**src/rtl/multi_channel_event_counter_pkg.sv**
```systemverilog
// Shared constants, helpers and the counter-update action type for the
// multi-channel event counter and its per-channel debouncer.
package counter_pkg;

  // 10 ms at 100 MHz.
  localparam int DEB_CYCLES_10MS = 1_000_000;
  localparam int SYNC_STAGES_DEF = 2;

  // Width of a channel index; a single channel still gets a 1-bit select.
  function automatic int ch_idx_w(input int n_ch);
    return (n_ch > 1) ? $clog2(n_ch) : 1;
  endfunction

  // Width of a down-counter that must hold the value deb_cycles.
  function automatic int deb_cnt_w(input int deb_cycles);
    return (deb_cycles > 1) ? $clog2(deb_cycles + 1) : 1;
  endfunction

  // Decoded per-channel action for one clock edge.
  typedef enum logic [2:0] {
    UPD_HOLD       = 3'd0,
    UPD_CLEAR      = 3'd1,
    UPD_INC        = 3'd2,
    UPD_DEC        = 3'd3,
    UPD_LIMIT_HOLD = 3'd4,
    UPD_LIMIT_WRAP = 3'd5
  } upd_t;

endpackage

```
**src/rtl/channel_debouncer.sv**
```systemverilog
// One channel of input conditioning: synchroniser, stable-window debouncer
// and rising-edge detector on the debounced level.
module channel_debouncer
  import counter_pkg::*;
#(
  parameter int DEB_CYCLES  = DEB_CYCLES_10MS,
  parameter int SYNC_STAGES = SYNC_STAGES_DEF
) (
  input  logic clock,
  input  logic reset,
  input  logic sw_raw,
  output logic stable,
  output logic rise
);

  localparam int CW = deb_cnt_w(DEB_CYCLES);
  localparam logic [CW-1:0] RELOAD = CW'(DEB_CYCLES);
  localparam logic [CW-1:0] ONE    = CW'(1);

  logic [SYNC_STAGES-1:0] sync_q;
  logic                   s;
  logic [CW-1:0]          deb_cnt;
  logic                   stable_d;

  always_ff @(posedge clock or posedge reset) begin
    if (reset) begin
      sync_q <= '0;
    end else begin
      sync_q <= {sync_q[SYNC_STAGES-2:0], sw_raw};
    end
  end

  assign s = sync_q[SYNC_STAGES-1];

  // The counter only runs while the synced level disagrees with the accepted
  // level; any agreement restarts the window, so short glitches are dropped.
  always_ff @(posedge clock or posedge reset) begin
    if (reset) begin
      deb_cnt  <= RELOAD;
      stable   <= 1'b0;
      stable_d <= 1'b0;
    end else begin
      stable_d <= stable;
      if (s != stable) begin
        if (deb_cnt == ONE) begin
          stable  <= s;
          deb_cnt <= RELOAD;
        end else begin
          deb_cnt <= deb_cnt - ONE;
        end
      end else begin
        deb_cnt <= RELOAD;
      end
    end
  end

  assign rise = stable & ~stable_d;

endmodule

```
**src/rtl/multi_channel_event_counter.sv**
```systemverilog
// N_CH debounced inputs, each feeding a wrap/saturate up/down event counter
// with a sticky limit flag; one count is muxed out for the display.
module multi_channel_event_counter
  import counter_pkg::*;
#(
  parameter int N_CH        = 4,
  parameter int CNT_W       = 8,
  parameter int DEB_CYCLES  = DEB_CYCLES_10MS,
  parameter int SYNC_STAGES = SYNC_STAGES_DEF,
  localparam int SEL_W      = ch_idx_w(N_CH)
) (
  input  logic                   clock,
  input  logic                   reset,
  input  logic [N_CH-1:0]        sw,
  input  logic [N_CH-1:0]        dir,
  input  logic                   sat_en,
  input  logic [N_CH-1:0]        clear,
  input  logic [SEL_W-1:0]       sel,
  output logic [CNT_W-1:0]       count_sel,
  output logic [N_CH*CNT_W-1:0]  counts,
  output logic [N_CH-1:0]        stable,
  output logic [N_CH-1:0]        event_pulse,
  output logic [N_CH-1:0]        limit
);

  localparam logic [CNT_W-1:0] CNT_MAX  = '1;
  localparam logic [CNT_W-1:0] CNT_ZERO = '0;
  localparam logic [CNT_W-1:0] CNT_ONE  = CNT_W'(1);

  logic [N_CH-1:0]  rise;
  logic [CNT_W-1:0] cnt_arr [N_CH];

  for (genvar i = 0; i < N_CH; i++) begin : g_ch

    channel_debouncer #(
      .DEB_CYCLES  (DEB_CYCLES),
      .SYNC_STAGES (SYNC_STAGES)
    ) u_deb (
      .clock  (clock),
      .reset  (reset),
      .sw_raw (sw[i]),
      .stable (stable[i]),
      .rise   (rise[i])
    );

    upd_t             upd;
    logic             at_limit;
    logic [CNT_W-1:0] cnt_q;
    logic             lim_q;
    logic             pulse_q;

    // dir and sat_en are taken as they stand on the updating edge.
    always_comb begin
      at_limit = dir[i] ? (cnt_q == CNT_MAX) : (cnt_q == CNT_ZERO);
      upd      = UPD_HOLD;
      if (clear[i]) begin
        upd = UPD_CLEAR;
      end else if (rise[i]) begin
        if (at_limit) begin
          upd = sat_en ? UPD_LIMIT_HOLD : UPD_LIMIT_WRAP;
        end else begin
          upd = dir[i] ? UPD_INC : UPD_DEC;
        end
      end
    end

    always_ff @(posedge clock or posedge reset) begin
      if (reset) begin
        cnt_q   <= '0;
        lim_q   <= 1'b0;
        pulse_q <= 1'b0;
      end else begin
        pulse_q <= rise[i];
        case (upd)
          UPD_CLEAR: begin
            cnt_q <= '0;
            lim_q <= 1'b0;
          end
          UPD_INC: cnt_q <= cnt_q + CNT_ONE;
          UPD_DEC: cnt_q <= cnt_q - CNT_ONE;
          UPD_LIMIT_HOLD: lim_q <= 1'b1;
          UPD_LIMIT_WRAP: begin
            cnt_q <= dir[i] ? CNT_ZERO : CNT_MAX;
            lim_q <= 1'b1;
          end
          default: ;
        endcase
      end
    end

    assign cnt_arr[i]                  = cnt_q;
    assign counts[i*CNT_W +: CNT_W]    = cnt_q;
    assign limit[i]                    = lim_q;
    assign event_pulse[i]              = pulse_q;
  end

  // An out-of-range select matches no channel and reads as zero.
  always_comb begin
    count_sel = '0;
    for (int k = 0; k < N_CH; k++) begin
      if (SEL_W'(k) == sel) begin
        count_sel = cnt_arr[k];
      end
    end
  end

endmodule

```
**config.mk**
```make
export PLATFORM = sky130hd
export DESIGN_NAME = multi_channel_event_counter
export DESIGN_NICKNAME = d
export VERILOG_FILES = /design/src/rtl/multi_channel_event_counter_pkg.sv /design/src/rtl/channel_debouncer.sv /design/src/rtl/multi_channel_event_counter.sv
export SDC_FILE = /design/constraint.sdc
export NUM_CORES = 1
export LEC_CHECK = 0
export BUFFER_PORTS_ARGS = -buffer_cell sky130_fd_sc_hd__buf_2
export CAP_MARGIN = 20
export CORE_ASPECT_RATIO = 1.1
export CORE_MARGIN = 2
export CORE_UTILIZATION = 35
export CTS_BUF_LIST = sky130_fd_sc_hd__clkbuf_16
export DETAILED_ROUTE_END_ITERATION = 16
export HOLD_SLACK_MARGIN = 0.08
export PLACE_DENSITY = 0.64
export SETUP_SLACK_MARGIN = 0.1
export SLEW_MARGIN = 20
export SYNTH_ARGS = -nofsm -noshare
export SYNTH_HDL_FRONTEND = slang
export SYNTH_SLANG_ARGS = --single-unit
```
**constraint.sdc**
```tcl
create_clock -name clock -period 3.8 [get_ports clock]
set_input_delay 0.38 -clock clock [delete_from_list [all_inputs] [get_ports clock]]
set_output_delay 0.38 -clock clock [all_outputs]
set_load 0.01 [all_outputs]
```
After elaboration in Yosys (flattened, before gate mapping)
Cells that the tools add are included.

cells by class
  $add $sub $neg = 12
  $mul = 0
  div/mod/pow operators = 0
  magnitude comparators = 0
  equality and inequality tests = 35
  shifts and indexed selects = 0
  multiplexer cells = 45
  bitwise gates (word level) = 8
  reductions and logical operators = 21

operator list
  cell                     count
  $mux W20                 8
  $pmux W8 S4              4
  $eq A20 B1 Y1 const B    4
  $sub A20 B1 Y20 const B  4
  $mux W8                  8
  $mux W3                  12
  $add A8 B1 Y8 const B    4
  $eq A8 B8 Y1 const B     4
  $logic_not A8 Y1         4
  $sub A8 B1 Y8 const B    4
  $eq A3 B2 Y1 const B     8
  $eq A3 B3 Y1 const B     8
  $reduce_bool A4 Y1       4
  $eq A3 B1 Y1 const B     4
  $mux W1                  9
  $pmux W1 S2              4
  $reduce_and A2 Y1        4
  $reduce_bool A2 Y1       4
  $reduce_or A2 Y1         4
  $and A1 B1 Y1            4
  $eq A2 B2 Y1 const A     2
  $ne A1 B1 Y1             4
  $not A1 Y1               4
  $eq A1 B2 Y1 const A     1
  $logic_not A2 Y1         1

storage, ports and cells
  register bits = 136
  latch bits = 0
  bits in writable memories = 0
  ROM bits = 0
  bits of input ports = 17
  output and inout bits = 52
  word-level logic and storage cells = 149
  memories kept = 0

Longest topological paths before layout
Gate-level depths: netlist of the first run.

  depth after elaboration = 8
  gate-level depth with buffers = 13
  depth with buffers taken out = 12

Cells and area by module
From an unflattened synthesis of the first run, not the netlist that was laid out.

second synthesis, totals
  cell total of the unflattened synthesis = 775
  area, all modules = 7951.4 um2

by module, submodules not included
  module                       times used  cells an instance  area an instance (um2)  sequential area each (um2)
  channel_debouncer            4           108                1177.4                  609.3
  multi_channel_event_counter  1           343                3241.9                  1001.0

Worst setup path before layout of the first run
OpenSTA, ideal clock, no wires.

  kind = register to register
  start point = register g_ch[3].cnt_q[0]
  end point = register g_ch[3].cnt_q[7]
  library setup time = 0.121 ns
  data arrival time = 3.171 ns
  required time = 3.679 ns
  slack = 0.508 ns
  cell stages (with the launch flop) = 11
  path buffers = 0
  clock period less this slack = 3.292 ns
  cells stage by stage = dfrtp_1 > or4_1 > nor2_1 > nor4_1 > ha_1 > and3_1 > a221o_1 > o41ai_2 > xnor2_1 > o21a_1 > o22a_1

on the way
  cells in the longest elaborated chain, start to end = 7
  elaborated cells between the ends (all ways) = 14
  classes of those cells = add/sub (2); eq/ne (5); mux (5); reduce/logical (2)

RTL lines
  what                                                      RTL line                           text
  start: declaration                                        multi_channel_event_counter.sv:48  logic [CNT_W-1:0] cnt_q;
  start signal: assignment                                  multi_channel_event_counter.sv:79  UPD_INC: cnt_q <= cnt_q + CNT_ONE;
  start signal: assignment                                  multi_channel_event_counter.sv:80  UPD_DEC: cnt_q <= cnt_q - CNT_ONE;
  start signal: assignment                                  multi_channel_event_counter.sv:83  cnt_q <= dir[i] ? CNT_ZERO : CNT_MAX;
  $eq A8 B8 Y1 / $logic_not A8 Y1 (equally long branches)   multi_channel_event_counter.sv:54  at_limit = dir[i] ? (cnt_q == CNT_MAX) : (cnt_q == CNT_ZERO);
  $mux W1                                                   multi_channel_event_counter.sv:54
  $mux W3                                                   multi_channel_event_counter.sv:59  if (at_limit) begin
  $mux W3                                                   multi_channel_event_counter.sv:58  end else if (rise[i]) begin
  $mux W3                                                   multi_channel_event_counter.sv:56  if (clear[i]) begin
  $eq A3 B3 Y1, or another cell as far along                multi_channel_event_counter.sv:74  case (upd)
  $pmux W8 S4 / $reduce_bool A4 Y1 (equally long branches)  n/a

Parallel ways exist; a longest one is shown, timed or not.
A chain may end at the register's enable or synchronous reset.

Worst setup path in the final report of the first run
  start point = register g_ch[0].cnt_q[0]
  end point = register g_ch[0].cnt_q[7]

on the way
  cells in the longest elaborated chain, start to end = 7
  elaborated cells between the ends (all ways) = 14
  classes of those cells = add/sub (2); eq/ne (5); mux (5); reduce/logical (2)

RTL lines
  what                                                      RTL line
  start: declaration                                        multi_channel_event_counter.sv:48
  start signal: assignment                                  multi_channel_event_counter.sv:79
  start signal: assignment                                  multi_channel_event_counter.sv:80
  start signal: assignment                                  multi_channel_event_counter.sv:83
  $eq A8 B8 Y1 / $logic_not A8 Y1 (equally long branches)   multi_channel_event_counter.sv:54
  $mux W1                                                   multi_channel_event_counter.sv:54
  $mux W3                                                   multi_channel_event_counter.sv:59
  $mux W3                                                   multi_channel_event_counter.sv:58
  $mux W3                                                   multi_channel_event_counter.sv:56
  $eq A3 B3 Y1, or another cell as far along                multi_channel_event_counter.sv:74
  $pmux W8 S4 / $reduce_bool A4 Y1 (equally long branches)  n/a

Parallel ways exist; a longest one is shown, timed or not.

==> impl_metrics.env, run 1 <==
export IMPL_synth_area_per_cell_um2=9.98
export IMPL_layout_drive_gt1_share_pct=20.8
export IMPL_arrival_ns=3.70
export IMPL_synth_area_leader_cell="dfrtp_1"
export IMPL_intPower_mw=2.81
export IMPL_vias_per_cell=5.01
export IMPL_fin_worst_skew_ns=0.00800
export IMPL_status="finished clean"
export IMPL_combPwrFrac_pct=13.5
export IMPL_core_um2=21900
export IMPL_seq_power_share_pct=43.6
export IMPL_netlist_area_um2=7720
export IMPL_min_period_ns=3.39
export IMPL_diodes=0
export IMPL_final_area_um2=9010
export IMPL_die_w_um=146
export IMPL_cp_required_ns=4.11
export IMPL_ys_seq_area_share_pct=44.5
export IMPL_h_tree_depth=4
export IMPL_clockBufferDepth=2
export IMPL_leakagePower_nw=4.00
export IMPL_path_max_fanout=8
export IMPL_endpoint_kind="flop"
export IMPL_p_sw_share_pct=26.9
export IMPL_hold_class="in -> reg"
export IMPL_grt_max_degree=61
export IMPL_ir_drop_mv=0.275
export IMPL_ioPinCount=69
export IMPL_clock_sinks=136
export IMPL_crit_type="reg -> reg"
export IMPL_slew_viol_final=0
export IMPL_r2r_cells=12
export IMPL_grtUsageTotal_pct=15.3
export IMPL_final_net_count=904
export IMPL_synth_cell_type_count=71
export IMPL_syn_nets=827
export IMPL_synth_flop_cell="dfrtp_1"
export IMPL_grt_overflow=0
export IMPL_finalCritPeriodShare_pct=89.3
export IMPL_seqCellArea_um2=3440
export IMPL_cts_clk_slew_worst_paths_ns=0.06
export IMPL_firstDrtPassIters=5
export IMPL_synth_most_common_cell="nor2_1"
export IMPL_yosys_top_cells_count="111 x nor2_1, 108 x dfrtp_1, 62 x nand2_1"
export IMPL_async_reset_ff_share_pct=100
export IMPL_ys_warn_count=0
export IMPL_cp_endpoint="g_ch[0].cnt_q[7]"
export IMPL_antenna_found_initial=1
export IMPL_die_area_um2=23300
export IMPL_r2r_start="g_ch[0].cnt_q[0]"
export IMPL_cts_root_buf="clkbuf_16"
export IMPL_clkLatencyLatePin_ns=0.42
export IMPL_gp_congestion=0.868
export IMPL_syn_inst=774
export IMPL_p_switching_mw=1.04
export IMPL_detailed_place_area_um2=8370
export IMPL_wl_um=17000
export IMPL_synth_area_leaders="dfrtp_1 35%, dfstp_2 9.5%, nor2_1 5.4%"
export IMPL_startpoint="g_ch[0].cnt_q[0]"
export IMPL_synth_edf_count=0
export IMPL_multiInputGateArea_um2=4000
export IMPL_worst_pin_slew_ns=0.826
export IMPL_hold_viol=0
export IMPL_drt_iter0_drc=277
export IMPL_wire_per_inst_um=14.7
export IMPL_fmax_mhz=295
export IMPL_rows=57
export IMPL_ys_ff_latch=136
export IMPL_syn2layout_area_growth_pct=16.7
export IMPL_portBuffers=68
export IMPL_grt_pass1_wl_um=28800
export IMPL_r2r_slack_ns=0.41
export IMPL_ant_nets=0
export IMPL_drc_errors=0
export IMPL_cp_start_kind="flop"
export IMPL_r2r_end="g_ch[0].cnt_q[7]"
export IMPL_fp_dieH_um=160
export IMPL_cts_tree="yes"
export IMPL_synth_top_area_share_pct=35.0
export IMPL_power_frac_clock_pct=42.9
export IMPL_n_fill_cell=2160
export IMPL_cts_made_buffers=17
export IMPL_rsz0062_at_grt="no"
export IMPL_dr_total_vias=5809
export IMPL_cap_violations=0
export IMPL_postCtsSetupRepairBufs=0
export IMPL_power_per_cell_area_nw_per_um2=426
export IMPL_grt_pass1_vias=5704
export IMPL_finalSetupViolations=0
export IMPL_fin_setup_tns_ns=0
export IMPL_start_util_pct=35.3
export IMPL_relSlewSlack_pct=44.5
export IMPL_place_hpwl_um=12500
==> layout make-up <==
class | count | share of cell area, %
Timing Repair Buffer | 86 | 5.55
Clock inverter | 15 | 1.80
Tap cell | 295 | 4.09
Clock buffer | 17 | 4.72
Sequential cell | 136 | 38.1
Multi-Input combinational cell | 580 | 44.4
Inverter | 30 | 1.29
==> worst min-delay path by stage <==
stage / from / to / slack (ns) / depth (start not counted)
floorplan: g_ch[0].u_deb.sync_q[0] / g_ch[0].u_deb.sync_q[1] / 0.33 / 0
global placement: g_ch[3].u_deb.sync_q[0] / g_ch[3].u_deb.sync_q[1] / 0.34 / 0
detailed placement: g_ch[3].u_deb.sync_q[0] / g_ch[3].u_deb.sync_q[1] / 0.34 / 0
CTS: clear[1] / g_ch[1].lim_q / 0.16 / 2
global route: clear[1] / g_ch[1].lim_q / 0.18 / 2
finish: clear[1] / g_ch[1].lim_q / 0.18 / 2
==> power groups by stage <==
stage	sequential (mW)	combinational, mW	clock (mW)
floorplan	1.68	0.383	0
global placement	1.69	0.512	0
detailed placement	1.70	0.519	0
CTS	1.68	0.525	1.68
global route	1.69	0.585	1.76
finish	1.68	0.518	1.65
==> per-layer routing <==
metal  track usage [%]  share of wire, %
met4              6.24               2.4
met2              25.1                48
met1              19.2                45
met3              3.86               4.3
met5                 0             0.053
==> cells by family after synthesis <==
logic type               count (synthesis)  synth area share, %
AO/OA/AOI/OAI                          116                 10.4
adder cells (fa/ha/maj)                 36                 6.22
AND/OR/NAND/NOR                        329                 22.2
flip-flops                             136                 44.5
XOR/XNOR                                84                 9.53
multiplexers                            15                 3.37
buffers and inverters                   58                 3.73
==> through the flow <==
step	power, mW	std cells	worst slack, ns	util (%)	hold slack, ns
2_1_floorplan	2.07	774	0.508	-	0.331
4_1_cts	3.88	1159	0.278	41.1	0.164
3_3_place_gp	2.21	1122	0.450	38.2	0.335
6_report	3.84	1159	0.407	41.2	0.181
5_1_grt	4.03	1159	0.101	41.2	0.179
3_5_place_dp	2.22	1122	0.310	38.2	0.336
==> repair_timing <==
| item | in CTS | in global routing |
|---|---|---|
| hold buffers | 5 | 0 |
| hold endpoints to repair | 29 | 0 |
| gates resized for setup | 0 | 2 |
| setup endpoints to repair | 0 | 2 |
==> worst max-delay path: stages (launching register included) <==
cell	delay [ns]
dfrtp_1	0.50
or4_4	0.21
nor3_2	0.04
or2_1	0.25
or3_1	0.41
nor2_2	0.32
ha_1	0.30
a21oi_1	0.21
o211ai_1	0.15
o41ai_1	0.36
xnor2_1	0.14
o21ai_0	0.21
o2bb2a_4	0.17
==> state kept, by name (all words and copies together), names as in the netlist <==
| name | count |
|---|---|
| g_ch.u_deb.deb_cnt | 80 |
| g_ch.cnt_q | 32 |
| g_ch.u_deb.sync_q | 8 |
| g_ch.lim_q | 4 |
| g_ch.pulse_q | 4 |
| g_ch.u_deb.stable | 4 |
| g_ch.u_deb.stable_d | 4 |
==> cells in the final DEF, fill, tap and decap left out, types with 5 or more instances in the layout <==
master	Yosys	final
mux4_2	7	7
clkinvlp_4	0	6
clkbuf_16	0	17
inv_1	30	31
nand3_1	21	21
o211ai_1	8	8
nor3_1	30	30
xnor2_1	44	44
and3_1	6	6
dfstp_2	28	28
nor4_2	5	5
dlygate4sd3_1	0	5
o21ai_1	5	5
or3_1	7	7
nand4_1	11	11
buf_4	14	12
or4_1	8	8
a21o_1	5	5
ha_1	32	32
o21a_1	8	8
nor2b_1	11	11
o22a_1	11	11
nor2_1	111	109
or4_4	5	5
nand2_1	62	62
and2_1	5	5
a21oi_1	39	39
xor2_1	40	40
nor4_1	11	11
nand3b_1	5	5
buf_2	6	68
dfrtp_1	108	108
o21ai_0	11	11
Power figures use the tool's default switching activity.
==> run 2: changes to the inputs <==
--- a/config.mk
+++ b/config.mk
@@ -14,6 +14,7 @@
 export DETAILED_ROUTE_END_ITERATION = 16
 export HOLD_SLACK_MARGIN = 0.08
 export PLACE_DENSITY = 0.64
+export RECOVER_POWER = 25
 export SETUP_SLACK_MARGIN = 0.1
 export SLEW_MARGIN = 20
 export SYNTH_ARGS = -nofsm -noshare
==> run 2 against run 1 <==
Effect of this change:
- maximum frequency increased by 0.12%
- critical path type unchanged
- non-clock buffer count unchanged
- core utilization decreased by 0.22 points
- clock skew increased by 0.0021 ns
==> impl_metrics.env, run 2 (synthesis gave the netlist of run 1 again) <==
export IMPL_crit_type="reg -> reg"
export IMPL_diodes=0
export IMPL_grt_pass1_vias=5704
export IMPL_vias_per_cell=5.02
export IMPL_h_tree_depth=4
export IMPL_ioPinCount=69
export IMPL_cts_clk_slew_worst_paths_ns=0.06
export IMPL_cp_slowest_cell="dfrtp_1"
export IMPL_leakagePower_nw=3.92
export IMPL_finalCritPeriodShare_pct=89.2
export IMPL_final_net_count=904
export IMPL_final_area_um2=8970
export IMPL_hold_class="in -> reg"
export IMPL_syn2layout_area_growth_pct=16.1
export IMPL_mostFrequentLayoutCells="109 x nor2_1, 108 x dfrtp_1, 62 x nand2_1"
export IMPL_fmax_mhz=295
export IMPL_gp_congestion=0.868
export IMPL_p_sw_share_pct=27.0
export IMPL_largest_reg_flops=80
export IMPL_die_w_um=146
export IMPL_antenna_found_initial=1
export IMPL_power_per_cell_area_nw_per_um2=428
export IMPL_intPower_mw=2.80
export IMPL_rsz0062_at_grt="no"
export IMPL_clkLatencyLatePin_ns=0.42
export IMPL_postCtsSetupRepairBufs=0
export IMPL_wire_per_inst_um=14.6
export IMPL_ir_drop_mv=0.275
export IMPL_clockBufferDepth=2
export IMPL_rows=57
export IMPL_fin_worst_skew_ns=0.0101
export IMPL_grt_pass1_wl_um=28800
export IMPL_portBuffers=68
export IMPL_start_util_pct=35.3
export IMPL_layout_commonest_cell="nor2_1"
export IMPL_seq_power_share_pct=43.6
export IMPL_arrival_ns=3.70
export IMPL_max_stage_delay_ns=0.50
export IMPL_cp_required_ns=4.11
export IMPL_slew_viol_final=0
export IMPL_cts_made_buffers=17
export IMPL_relSlewSlack_pct=1.82
export IMPL_layout_drive_gt1_share_pct=18.8
export IMPL_worst_pin_slew_ns=1.47
export IMPL_clock_sinks=136
export IMPL_drc_errors=0
export IMPL_status="finished clean"
export IMPL_min_period_ns=3.39
export IMPL_p_switching_mw=1.04
export IMPL_drt_iter0_drc=257
export IMPL_path_max_fanout=8
export IMPL_grt_max_degree=61
export IMPL_cp_top_family="simple AND/OR/NAND/NOR gates"
export IMPL_die_area_um2=23300
export IMPL_endpoint_kind="flop"
export IMPL_ant_nets=0
export IMPL_core_um2=21900
export IMPL_cap_violations=0
export IMPL_n_fill_cell=2175
export IMPL_firstDrtPassIters=4
export IMPL_place_hpwl_um=12500
export IMPL_largest_register="g_ch.u_deb.deb_cnt"
export IMPL_cp_start_kind="flop"
export IMPL_finalSetupViolations=0
export IMPL_dr_total_vias=5817
export IMPL_grtUsageTotal_pct=15.3
export IMPL_top_regs="g_ch.u_deb.deb_cnt: 80 flops, g_ch.cnt_q: 32 flops, g_ch.u_deb.sync_q: 8 flops"
export IMPL_hold_viol=0
export IMPL_cts_root_buf="clkbuf_16"
export IMPL_crit_buf_inv=0
export IMPL_grt_overflow=0
export IMPL_cts_tree="yes"
export IMPL_fin_setup_tns_ns=0
export IMPL_crit_chain="or4_4 -> nor3_2 -> or2_1 -> or3_1 -> nor2_2 -> ha_1 -> a21oi_1 -> o211ai_1 -> o41ai_1 -> xnor2_1 -> o21ai_0 -> o2bb2a_4"
export IMPL_detailed_place_area_um2=8370
export IMPL_fp_dieH_um=160
export IMPL_power_frac_clock_pct=43.0
export IMPL_wl_um=17000
export IMPL_combPwrFrac_pct=13.4
[run 2: final timing paths]
path | slack [ns] | to | cells past startpoint | start
setup reg to reg | 0.41 | g_ch[0].cnt_q[7] | 12 | g_ch[0].cnt_q[0]
setup / recovery | 0.41 | g_ch[0].cnt_q[7] | 12 | g_ch[0].cnt_q[0]
hold / removal | 0.18 | g_ch[1].lim_q | 2 | clear[1]
hold reg to reg | 0.35 | g_ch[3].u_deb.sync_q[1] | 0 | g_ch[3].u_deb.sync_q[0]
min in group asynchronous | 0.77 | g_ch[2].u_deb.stable | 3 | reset
max in group asynchronous | 1.05 | g_ch[1].cnt_q[0] | 4 | reset
[run 2: timing repair]
item | CTS | global route
endpoints found under the hold margin | 29 | 0
endpoints found under the setup margin | 0 | 2
resized for setup | 0 | 2
hold buffers | 5 | 0
[run 2: area by class of cell]
class | instances | area, um2 | area share, %
clock buffers | 17 | 425 | 4.74
clock inverters | 15 | 163 | 1.81
inverters | 30 | 114 | 1.27
multi-input cells | 580 | 4000 | 44.6
flip-flops and latches | 136 | 3440 | 38.3
well taps | 295 | 369 | 4.12
repair buffers | 86 | 455 | 5.08
[run 2: stage by stage]
stage / utilization (%) / cells / power (mW) / hold slack [ns] / worst slack (ns)
after floorplan: - / 774 / 2.07 / 0.331 / 0.508
after global placement: 38.2 / 1122 / 2.21 / 0.335 / 0.450
after detailed placement: 38.2 / 1122 / 2.22 / 0.336 / 0.310
after CTS: 41.1 / 1159 / 3.88 / 0.164 / 0.278
after global routing: 41.0 / 1159 / 4.03 / 0.179 / 0.101
final: 41.0 / 1159 / 3.84 / 0.178 / 0.411
[run 2: metal layers]
metal  vias to the layer above  share of wire [%]  GRT usage, %
met5                         -              0.053             0
met4                         2                2.4          6.24
met3                        29                3.8          3.86
met2                        95                 48          25.1
met1                      2823                 46          19.2
li1                       2868                  -             -
[run 2: power groups by stage]
stage | clock [mW] | combinational (mW) | sequential (mW)
detailed placement | 0 | 0.519 | 1.70
finish | 1.65 | 0.514 | 1.68
global route | 1.76 | 0.581 | 1.69
global placement | 0 | 0.512 | 1.69
CTS | 1.68 | 0.525 | 1.68
floorplan | 0 | 0.383 | 1.68
